--- src/rtl/mem_arbiter_pkg.sv ---
// Shared widths, size/state codes and small helpers for the byte-serial memory arbiter.
package mem_arbiter_pkg;

    localparam int InstAddrBus = 32;
    localparam int DataBus     = 8;
    localparam int RegBus      = 32;

    localparam logic [1:0] MemByte = 2'b00;
    localparam logic [1:0] MemHalf = 2'b01;
    localparam logic [1:0] MemWord = 2'b10;

    // Address bits [17:16] both set select the IO window.
    localparam logic [31:0] IoAddrMask = 32'h0003_0000;

    typedef enum logic [1:0] {
        ArbIdle = 2'd0,
        ArbRd   = 2'd1,
        ArbWr   = 2'd2,
        ArbDone = 2'd3
    } arb_state_e;

    typedef enum logic {
        PortLs = 1'b0,
        PortIf = 1'b1
    } arb_port_e;

    function automatic logic [2:0] size_bytes(input logic [1:0] size);
        case (size)
            MemByte: return 3'd1;
            MemHalf: return 3'd2;
            default: return 3'd4;
        endcase
    endfunction

    function automatic logic is_io(input logic [31:0] addr);
        return (addr & IoAddrMask) == IoAddrMask;
    endfunction

endpackage

--- src/rtl/mem_arbiter.sv ---
// Shares the 8-bit RAM/IO port between instruction fetch and load/store,
// sequencing bytes little-endian and returning a one-cycle done pulse.
module mem_arbiter
    import mem_arbiter_pkg::*;
(
    input  logic                   clk,
    input  logic                   rst,
    input  logic                   if_req_i,
    input  logic [InstAddrBus-1:0] if_addr_i,
    input  logic                   if_flush_i,
    output logic                   if_done_o,
    output logic [RegBus-1:0]      if_inst_o,
    input  logic                   ls_req_i,
    input  logic                   ls_we_i,
    input  logic [1:0]             ls_size_i,
    input  logic [InstAddrBus-1:0] ls_addr_i,
    input  logic [RegBus-1:0]      ls_wdata_i,
    output logic                   ls_done_o,
    output logic [RegBus-1:0]      ls_rdata_o,
    input  logic [DataBus-1:0]     mem_din_i,
    output logic [DataBus-1:0]     mem_dout_o,
    output logic [InstAddrBus-1:0] mem_a_o,
    output logic                   mem_wr_o,
    input  logic                   io_buffer_full_i,
    output logic                   busy_o
);

    arb_state_e       state_q, state_d;
    arb_port_e        port_q, port_d;
    logic [2:0]       cnt_q, cnt_d;
    logic [3:0][7:0]  lane_q, lane_d;

    logic [InstAddrBus-1:0] mem_a_d;
    logic                   mem_wr_d;
    logic [DataBus-1:0]     mem_dout_d;
    logic                   if_done_d, ls_done_d, busy_d;
    logic [RegBus-1:0]      if_inst_d, ls_rdata_d;

    logic       ls_ok, if_ok;
    logic [2:0] n_q;

    // In DONE the port that just finished must not be re-granted on its stale req.
    assign ls_ok = ls_req_i && !(state_q == ArbDone && port_q == PortLs);
    assign if_ok = if_req_i && !if_flush_i && !(state_q == ArbDone && port_q == PortIf);
    assign n_q   = (port_q == PortIf) ? 3'd4 : size_bytes(ls_size_i);

    always_ff @(posedge clk) begin
        if (rst) begin
            state_q <= ArbIdle;
            port_q  <= PortLs;
        end else begin
            state_q <= state_d;
            port_q  <= port_d;
        end
    end

    always_comb begin
        state_d = state_q;
        port_d  = port_q;
        case (state_q)
            ArbIdle, ArbDone: begin
                if (ls_ok) begin
                    state_d = ls_we_i ? ArbWr : ArbRd;
                    port_d  = PortLs;
                end else if (if_ok) begin
                    state_d = ArbRd;
                    port_d  = PortIf;
                end else begin
                    state_d = ArbIdle;
                end
            end
            ArbRd: begin
                if (port_q == PortIf && if_flush_i) state_d = ArbIdle;
                else if (cnt_q == n_q)              state_d = ArbDone;
            end
            ArbWr: begin
                if (mem_wr_o && (cnt_q + 3'd1 == n_q)) state_d = ArbDone;
            end
            default: state_d = ArbIdle;
        endcase
    end

    logic [2:0]             nxt_idx, n_d;
    logic [InstAddrBus-1:0] sel_addr, nxt_addr;
    logic                   io_stall;
    logic [1:0]             cap_idx;

    always_comb begin
        mem_a_d    = '0;
        mem_wr_d   = 1'b0;
        mem_dout_d = '0;
        cnt_d      = cnt_q;
        lane_d     = lane_q;
        if_done_d  = 1'b0;
        ls_done_d  = 1'b0;
        if_inst_d  = if_inst_o;
        ls_rdata_d = ls_rdata_o;
        busy_d     = (state_d != ArbIdle);

        sel_addr = (port_d == PortIf) ? if_addr_i : ls_addr_i;
        n_d      = (port_d == PortIf) ? 3'd4 : size_bytes(ls_size_i);
        // A stalled write keeps its byte index and retries it next edge.
        case (state_q)
            ArbRd:   nxt_idx = cnt_q + 3'd1;
            ArbWr:   nxt_idx = mem_wr_o ? cnt_q + 3'd1 : cnt_q;
            default: nxt_idx = 3'd0;
        endcase
        nxt_addr = sel_addr + {29'd0, nxt_idx};
        io_stall = is_io(nxt_addr) && io_buffer_full_i;
        cap_idx  = cnt_q[1:0] - 2'd1;

        // Data for the byte presented last cycle arrives now.
        if (state_q == ArbRd && cnt_q != 3'd0) lane_d[cap_idx] = mem_din_i;

        case (state_d)
            ArbRd: begin
                if (state_q != ArbRd) lane_d = '0;
                cnt_d = nxt_idx;
                if (nxt_idx < n_d) mem_a_d = nxt_addr;
            end
            ArbWr: begin
                if (state_q != ArbWr) lane_d = '0;
                cnt_d = nxt_idx;
                if (!io_stall) begin
                    mem_wr_d   = 1'b1;
                    mem_a_d    = nxt_addr;
                    mem_dout_d = ls_wdata_i[{nxt_idx[1:0], 3'b000} +: 8];
                end
            end
            ArbDone: begin
                if (port_q == PortIf) begin
                    if_done_d = 1'b1;
                    if_inst_d = lane_d;
                end else begin
                    ls_done_d = 1'b1;
                    if (state_q == ArbRd) ls_rdata_d = lane_d;
                end
            end
            default: begin
                if (state_q == ArbRd) lane_d = '0;
            end
        endcase
    end

    always_ff @(posedge clk) begin
        if (rst) begin
            cnt_q      <= '0;
            lane_q     <= '0;
            mem_a_o    <= '0;
            mem_wr_o   <= 1'b0;
            mem_dout_o <= '0;
            if_done_o  <= 1'b0;
            if_inst_o  <= '0;
            ls_done_o  <= 1'b0;
            ls_rdata_o <= '0;
            busy_o     <= 1'b0;
        end else begin
            cnt_q      <= cnt_d;
            lane_q     <= lane_d;
            mem_a_o    <= mem_a_d;
            mem_wr_o   <= mem_wr_d;
            mem_dout_o <= mem_dout_d;
            if_done_o  <= if_done_d;
            if_inst_o  <= if_inst_d;
            ls_done_o  <= ls_done_d;
            ls_rdata_o <= ls_rdata_d;
            busy_o     <= busy_d;
        end
    end

endmodule

--- config.mk ---
export PLATFORM = sky130hd
export DESIGN_NAME = mem_arbiter
export DESIGN_NICKNAME = d
export VERILOG_FILES = /design/src/rtl/mem_arbiter_pkg.sv /design/src/rtl/mem_arbiter.sv
export SDC_FILE = /design/constraint.sdc
export NUM_CORES = 1
export LEC_CHECK = 0
export CAP_MARGIN = 20
export CORE_MARGIN = 1
export CORE_UTILIZATION = 51
export CTS_CLUSTER_DIAMETER = 200
export CTS_CLUSTER_SIZE = 16
export DETAILED_ROUTE_END_ITERATION = 6
export GPL_TIMING_DRIVEN = 0
export PLACE_DENSITY = 0.84
export SLEW_MARGIN = 10
export SYNTH_ARGS = -nofsm -noshare
export SYNTH_HDL_FRONTEND = slang
export SYNTH_SLANG_ARGS = --single-unit
--- constraint.sdc ---
create_clock -name clk -period 9.49 [get_ports clk]
set_input_delay 1.4235 -clock clk [delete_from_list [all_inputs] [get_ports clk]]
set_output_delay 1.4235 -clock clk [all_outputs]
set_load 0.01 [all_outputs]
* Yosys cells after proc, flatten, opt, wreduce, memory -nomap -nowiden
Cells that the tools add are included.
W data, S select, Z words.
** Operators by class
- Add/subtract/negate cells :: 3
- Magnitude comparators :: 3
- Equality and inequality tests :: 12
- Shifts and indexed selects :: 1
- Mux-type cells :: 30
- Bitwise operators :: 3
- Reduce and logical (&&, ||, !) cells :: 24
** Operator list (count)
- $mux W32 :: 7
- $pmux W32 S3 :: 1
- $pmux W32 S2 :: 1
- $add A32 B3 Y32 :: 1
- $bwmux W32 :: 1
- $shiftx A32 B6 Y8 :: 1
- $demux W8 S2 :: 1
- $pmux W3 S2 :: 2
- $eq A2 B2 Y1 const B :: 5
- $logic_and A1 B1 Y1 :: 10
- $mux W2 :: 5
- $mux W3 :: 3
- $mux W8 :: 1
- $reduce_or A2 Y1 :: 4
- $mux W1 :: 7
- $eq A2 B1 Y1 const B :: 3
- $eq A3 B3 Y1 :: 2
- $pmux W2 S3 :: 1
- $logic_not A2 Y1 :: 2
- $add A3 B1 Y3 const B :: 1
- $logic_not A1 Y1 :: 3
- $lt A2 B3 Y1 const B :: 1
- $lt A3 B3 Y1 :: 1
- $not A1 Y1 :: 3
- 9 further kinds :: 9
** Word-level totals
- Flip-flop bits (word level) :: 146
- Output and inout bits :: 108

* Longest topological paths before layout
Gate-level depths: netlist of the first run.
- Word-level depth :: 13
- Gate-level depth with buffers :: 22
- Mapped depth without buffers :: 16

* Worst setup path after synthesis of the first run
Ideal clock, no wire load.
- Path type :: input port to flip-flop
- Start :: input if_flush_i
- End :: register mem_a_o[10]
- Arrival :: 4918 ps
- Required time :: 9351 ps
- Slack :: 4433 ps
- Stages :: 17
- Path buffers :: 4
- Path through :: nand3b_1 -> a32oi_2 -> clkbuf_1 -> clkbuf_1 -> nand2_1 -> nand2_1 -> ha_1 -> inv_1 -> fa_1 -> nand2b_1 -> nand2b_1 -> buf_1 -> a41oi_2 -> a31oi_4 -> a2bb2oi_4 -> buf_6 -> a211oi_2
** On the way
- Word-level cells in the longest chain between the ends :: 12
** Ends and longest elaborated chain
- start, declared :: RTL line mem_arbiter.sv:10 : input logic if_flush_i,
- $logic_not A1 Y1 :: RTL line mem_arbiter.sv:44 : assign if_ok = if_req_i && !if_flush_i && !(state_q == ArbDone && port_q == PortIf);
- $logic_and A1 B1 Y1 (2 in a row) :: RTL line mem_arbiter.sv:44
- $mux W1 :: RTL line mem_arbiter.sv:65 : end else if (if_ok) begin
- $mux W1 :: RTL line mem_arbiter.sv:62 : if (ls_ok) begin
- $mux W1 :: RTL line mem_arbiter.sv:60 : case (state_q)
- $mux W32 :: RTL line mem_arbiter.sv:100 : sel_addr = (port_d == PortIf) ? if_addr_i : ls_addr_i;
- $add A32 B3 Y32 :: RTL line mem_arbiter.sv:108 : nxt_addr = sel_addr + {29'd0, nxt_idx};
- $eq A2 B2 Y1 :: RTL line mem_arbiter_pkg.sv:36 : return (addr & IoAddrMask) == IoAddrMask;
- $logic_and A1 B1 Y1 :: RTL line mem_arbiter.sv:109 : io_stall = is_io(nxt_addr) && io_buffer_full_i;
- $mux W32 :: RTL line mem_arbiter.sv:124 : if (!io_stall) begin
- $pmux W32 S2 * :: RTL line mem_arbiter.sv:115 : case (state_d)
- end signal, assigned :: RTL line mem_arbiter.sv:160 : mem_a_o <= mem_a_d;
- end, declared :: RTL line mem_arbiter.sv:22 : output logic [InstAddrBus-1:0] mem_a_o,
Mark *: on every way between the ends. The rest lies on a longest branch, timed or not.
A chain may end at the register's enable or synchronous reset.

* Final worst setup path of the first run
- Start :: input if_flush_i
- End :: register mem_a_o[31]
The elaborated chain is that of the path after synthesis.

==> run summary, run 1 <==
row count = 43
clock sinks = 146
Power Density = 235.2 nW/µm²
final worst path period need = 6.350 ns
commonest cells after routing, fill and taps aside = clkdlybuf4s50_1 (211), nor2_1 (180), dfxtp_1 (146)
vias per cell = 5.588
Final Cell Area = 10190 µm²
global-route wire length before repair = 34350 µm
PnR Total Power = 2.395 mW
Mapped Area = 7248 µm²
global router's overall resource usage = 30.24%
fill count = 1064
pin count of the biggest net entering global routing = 17
clock transition at the registers of the reported paths = 0.06 ns
Worst Tran Pin Value = 0.9507 ns
Final Max Slew Viols = 0
clock tree buffer depth = 2
post-synthesis async set-or-reset flop share = 0%
WL/cell = 17.26 µm
final hold vios = 0
Tcrit/Tclk final = 66.91%
Seq/Total Area, Yosys = 40.32%
vias in the first global route = 6686
final core occ = 73.38%
Worst Path Arrival = 6.67 ns
Max VDD drop = 178.0 µV
Clk Latency, worst-skew pair = 0.43 ns
IO buf count = 211
layout net count = 1195
Synth Net Count = 965
max_cap viols = 0
# setup viols final = 0
post-synthesis register bit count = 146
WP data required = 9.81 ns
Leak = 3.875 nW
DRC Markers = 0
IO Count = 221
Post-synth EDFFs = 0
Area Growth Syn to Fin = 40.53%
initial DRC count = 567
commonest non-fill, non-tap cell in the layout = clkdlybuf4s50_1
H-tree depth = 4
CP endpoint kind = flop
die area = 14690 µm²
min-delay src = if_inst_o[24]$_SDFFE_PP0P_
cell accounting for the most synthesized area = dfxtp_1
die height = 121.2 µm
antenna viol nets, final = 0
initial core utilization = 52.22%
RSZ-0062 raised after global routing = false
crit-path max FO = 10
ys flop type = dfxtp_1
GR Util met2 = 52.11%
Root Buffer = clkbuf_16
met1 Track Usage GR = 35.58%
f_max = 0.1575 GHz
dpl hpwl = 15910 µm
final wirelength = 21650 µm
cell count after synthesis = 831
Core Box Area = 13880 µm²
initial antenna violation count = 0
Reg-to-Reg Start = state_q[0]$_SDFF_PP0_
GP Congestion = 0.8920
Placed Area = 9585 µm²
vias after detailed routing = 7007
Setup Crit Path Kind = in2reg
share of cells above drive strength 1 = 6.238%
grt ovf = 0
hold_buf cts = 0
number of synthesis warnings = 0
top-area cell type share of the netlist area = 40.32%
Worst Setup SP = if_flush_i
syn_area_per_cell = 8.722 µm²
Post-CTS Setup Bufs = 0
Yosys cell types = 65
diodes inserted = 0
largest cells by area after synthesis = dfxtp_1 (40%), nor2_1 (9.3%), mux2i_1 (9.1%)
Post-Route Skew = 0.008027 ns
grt met3 use = 8.083%
CTS tree = yes
CP Launch Type = input port
slew margin rel. = 34.98%
Die Wd = 121.2 µm
Worst Hold Slack = 0.5011 ns
TritonCTS Buffers = 17
First-pass DRT Iterations = 7
setup TNS = 0 ns
post_cts resized = 0
Hold Path Class = reg2reg
status = finished, final reports clean
busiest layer in global routing = met2
[worst max-delay path, stage by stage]
cell	delay, ns
clkdlybuf4s50_1	0.43
nand3b_1	0.21
a32oi_2	0.62
clkbuf_1	0.65
clkbuf_1	0.49
nand2_1	0.10
nand2_1	0.09
ha_1	0.17
inv_1	0.06
fa_1	0.41
nand2b_1	0.18
nand2b_1	0.14
buf_1	0.43
a41oi_2	0.23
a31oi_4	0.44
a2bb2oi_4	0.26
buf_4	0.24
nor2_1	0.06
[final cells by class]
| class | count | area (µm²) | share of cell area, % |
|---|---|---|---|
| Clock buffer | 19 | 452.9 | 4.447 |
| Tap cell | 180 | 225.2 | 2.211 |
| Inverter | 19 | 71.32 | 0.7002 |
| Clock inverter | 13 | 147.6 | 1.449 |
| Timing Repair Buffer | 211 | 2112 | 20.73 |
| Sequential cell | 146 | 2923 | 28.69 |
| Multi-Input combinational cell | 608 | 3999 | 39.26 |
| Buffer | 58 | 255.2 | 2.506 |
[cells by family (layout without fill, tap and decap cells)]
| kind of cell | Yosys count | count (layout) | share of synthesized area [%] |
|---|---|---|---|
| mux | 70 | 70 | 9.874 |
| xor+xnor | 37 | 37 | 4.471 |
| fa+ha+maj | 21 | 21 | 3.729 |
| compound gates | 169 | 169 | 17.68 |
| flops | 146 | 146 | 40.32 |
| buf+inv | 77 | 320 | 4.505 |
| simple gates | 311 | 311 | 19.42 |
[synthesized netlist by cell type (all sizes together), types with 2 or more instances]
| cell type | count |
|---|---|
| nor2b | 6 |
| o31a | 2 |
| nor3b | 4 |
| nor4b | 4 |
| a221oi | 2 |
| or2 | 2 |
| o21a | 2 |
| and3 | 8 |
| nand2b | 9 |
| nand4 | 11 |
| a21boi | 2 |
| nor2 | 184 |
| xor2 | 20 |
| nor3 | 4 |
| nand3 | 18 |
| and4 | 3 |
| dfxtp | 146 |
| mux2i | 67 |
| a2bb2oi | 2 |
| a31oi | 2 |
| mux2 | 3 |
| o21ai | 14 |
| a22oi | 32 |
| ha | 20 |
| a211oi | 72 |
| a21oi | 23 |
| clkbuf | 46 |
| nor4 | 5 |
| inv | 19 |
| or3 | 2 |
| xnor2 | 17 |
| a21o | 4 |
| nand2 | 48 |
| buf | 12 |
[report_power, final]
group	switching (mW)	leakage [nW]	total (mW)	internal (mW)
registers	0.0483	1.18	0.761	0.713
logic	0.526	2.41	0.946	0.420
clock network	0.284	0.283	0.688	0.404
total	0.858	3.87	2.40	1.54
[worst paths after layout]
kind	to	slack, ns	cells after the start
setup / recovery	mem_a_o[31]$_SDFF_PP0_	3.14	18
hold / removal	if_inst_o[24]$_SDFFE_PP0P_	0.50	2
setup reg to reg	mem_a_o[31]$_SDFF_PP0_	3.60	20
hold reg to reg	if_inst_o[24]$_SDFFE_PP0P_	0.50	2
[metrics by stage]
step / cells / setup WS, ns
final: 1254 / 3.140
after global routing: 1254 / 2.852
after CTS: 1254 / 3.211
after detailed placement: 1222 / 2.757
after global placement: 1222 / 2.863
after floorplan: 831 / 4.433
[registers in the layout, indices dropped and copies added (netlist names)]
signal / cells
cnt_q: 3
if_inst_o: 32
port_q: 1
state_q: 2
mem_wr_o: 1
ls_done_o: 1
lane_q: 32
mem_a_o: 32
mem_dout_o: 8
ls_rdata_o: 32
busy_o: 1
if_done_o: 1
[routing by layer]
metal | wire [µm] | vias to the layer above
li1 | - | 3388
met1 | 8616 | 3261
met2 | 10800 | 320
met4 | 498 | 0
met3 | 1730 | 38
met5 | 0 | -
Note: power is estimated with default switching activity, not from simulation.
==> run 2, diff against run 1 <==
Settings changed: CORE_UTILIZATION 51 to 47, PLACE_DENSITY 0.84 to 0.78.
Clock period 9.49 ns to 6.19 ns, I/O delays scaled along.
==> run 2 against run 1 <==
Net effect: worst hold slack worse by 0.0044 ns; first-iteration DRC count is 15% lower; highest routed layer unchanged; final cell count increased by 0.56%; clock skew about the same; utilization down 6.0 points; largest power group unchanged; via count down 1.0%; clock-buffer cell count grew 4.
==> run summary, run 2 (same netlist as run 1, synthesis figures left out) <==
status = finished, final reports clean
IO buf count = 211 (unchanged)
min-delay src = if_inst_o[12]$_SDFFE_PP0P_
DRC Markers = 0 (unchanged)
final wirelength = 21280 µm (-1.7%)
Tcrit/Tclk final = 91.58%
final hold vios = 0 (unchanged)
commonest cells after routing, fill and taps aside = clkdlybuf4s50_1 (211), nor2_1 (180), dfxtp_1 (146)
Hold Path End = if_inst_o[12]$_SDFFE_PP0P_
Worst Hold Slack = 0.4966 ns (-0.004440 ns)
hold_buf cts = 0 (unchanged)
Reg2Reg Setup Slack = 0.58 ns (-3.02 ns)
clock sinks = 146 (unchanged)
Area Growth Syn to Fin = 40.86%
max_cap viols = 0 (unchanged)
CP endpoint kind = flop
fill count = 1243 (+17%)
post_cts resized = 0 (unchanged)
WP data required = 6.50 ns (-3.31 ns)
IO Count = 221 (unchanged)
initial DRC count = 482 (-15%)
Non-Filler Instances = 1261 (+0.56%)
worst r2r path cells = 22 (+10%)
Sw Pwr = 1.268 mW (+48%)
Die Wd = 126.2 µm (+4.1%)
Root Buffer = clkbuf_16
TritonCTS Buffers = 17 (unchanged)
Power Density = 360.5 nW/µm² (+53%)
Max VDD drop = 268.5 µV (+51%)
pin count of the biggest net entering global routing = 17 (unchanged)
Gate power share = 39.3% (-0.2 points)
hold path depth = 2 (unchanged)
Worst R2R End = mem_a_o[28]$_SDFF_PP0_
Clock power frac = 29.1% (+0.4 points)
Worst Path Arrival = 5.98 ns (-0.69 ns)
RSZ-0062 raised after global routing = false
# setup viols final = 0 (unchanged)
Seq pwr share = 31.6% (-0.2 points)
Reg-to-Reg Start = state_q[0]$_SDFF_PP0_
f_max = 0.1764 GHz
global router's overall resource usage = 27.15% (-3.1 points)
final worst path period need = 5.669 ns
First-pass DRT Iterations = 5 (-2)
commonest non-fill, non-tap cell in the layout = clkdlybuf4s50_1
vias in the first global route = 6649 (-0.55%)
CTS tree = yes
die area = 15920 µm² (+8.4%)
slew margin rel. = 31.98% (-3.0 points)
die height = 126.2 µm (+4.1%)
Hold Path Class = reg2reg
crit-path max FO = 10 (unchanged)
Core Box Area = 15150 µm² (+9.1%)
total internal power = 2.413 mW (+57%)
clock tree buffer depth = 2 (unchanged)
dpl hpwl = 15680 µm (-1.5%)
Leak = 3.895 nW (+0.51%)
Placed Instances = 1230 (+0.65%)
row count = 45 (+4.7%)
share of cells above drive strength 1 = 6.058% (-0.18 points)
H-tree depth = 4 (unchanged)
WL/cell = 16.88 µm (-2.2%)
Post-CTS Setup Bufs = 0 (unchanged)
global-route wire length before repair = 33870 µm (-1.4%)
Switching Fraction = 34.46% (-1.4 points)
grt ovf = 0 (unchanged)
Final Max Slew Viols = 0 (unchanged)
final core occ = 67.41% (-6.0 points)
clock transition at the registers of the reported paths = 0.06 ns (about the same)
Post-Route Skew = 0.008512 ns (+0.0004853 ns)
Setup Crit Path Kind = in2reg
CP Launch Type = input port
layout net count = 1195 (unchanged)
Worst Tran Pin Value = 0.9946 ns (+0.04389 ns)
GP Congestion = 0.8968 (+0.54%)
antenna viol nets, final = 0 (unchanged)
Clk Latency, worst-skew pair = 0.42 ns (about the same)
vias per cell = 5.500 (-1.6%)
diodes inserted = 0 (unchanged)
initial core utilization = 47.86% (-4.4 points)
initial antenna violation count = 0 (unchanged)
vias after detailed routing = 6935 (-1.0%)
run 2: changes by cell type in the layout (fill, tap and decap cells not counted), sizes merged:
cell and change:
clkbuf +4, clkinvlp -3, inv -3, bufinv +1
run 2: area by class of cell:
type | count | area [µm²] | area share [%]
Timing Repair Buffer | 211 | 2112 | 20.69
Multi-Input combinational cell | 608 | 3999 | 39.17
Tap cell | 188 | 235.2 | 2.304
Buffer | 58 | 256.5 | 2.512
Clock buffer | 23 | 488.0 | 4.779
Sequential cell | 146 | 2923 | 28.63
Clock inverter | 8 | 125.1 | 1.225
Inverter | 19 | 71.32 | 0.6985
run 2: worst max path at each step:
| stage | start | end | slack [ns] | cells past startpoint |
|---|---|---|---|---|
| 6_report | if_flush_i | mem_a_o[28]$_SDFF_PP0_ | 0.52 | 20 |
| 5_1_grt | state_q[0]$_SDFF_PP0_ | mem_a_o[28]$_SDFF_PP0_ | 0.19 | 20 |
| 4_1_cts | if_flush_i | mem_a_o[28]$_SDFF_PP0_ | 0.39 | 18 |
| 3_5_place_dp | if_flush_i | mem_a_o[31]$_SDFF_PP0_ | 0.02 | 18 |
| 3_3_place_gp | if_flush_i | mem_a_o[24]$_SDFF_PP0_ | -0.03 | 18 |
| 2_1_floorplan | if_flush_i | mem_a_o[10]$_SDFF_PP0_ | 1.63 | 17 |
run 2: metrics by stage:
step,cell area (µm²),power [mW],worst slack [ns],TNS [ns]
floorplan,7248,2.024,1.628,0
global placement,9595,2.607,-0.02940,-0.2125
detailed placement,9595,2.618,0.01787,0
CTS,10210,3.688,0.3945,0
global route,10210,3.869,0.1949,0
finish,10210,3.681,0.5214,0
run 2: layer usage:
layer  global-route usage [%]  up-vias  wire length (µm)
met5                        0        -                 0
met3                    6.372       37              1404
met2                    45.89      296             10230
met4                    11.48        0               501
li1                         -     3395                 -
met1                    33.04     3207              9153
run 2: worst max-delay path: stages:
cell and delay (ns):
clkdlybuf4s50_1 0.48, nand3b_1 0.15, a32o_1 0.21, buf_6 0.18, buf_4 0.21, clkbuf_1 0.44, clkbuf_1 0.53, nand2_1 0.10
nand2_1 0.09, ha_1 0.16, inv_1 0.06, fa_1 0.39, nand2b_1 0.17, nand2b_1 0.14, buf_1 0.46, a41oi_2 0.24
a31oi_4 0.45, a2bb2oi_4 0.26, buf_4 0.24, nor2_1 0.07
run 2: power groups by stage:
stage	clock (mW)	combinational [mW]	sequential (mW)
after CTS	1.08	1.45	1.16
after global routing	1.12	1.57	1.18
after detailed placement	0	1.44	1.18
final	1.07	1.45	1.16
after global placement	0	1.43	1.18
after floorplan	0	0.780	1.24
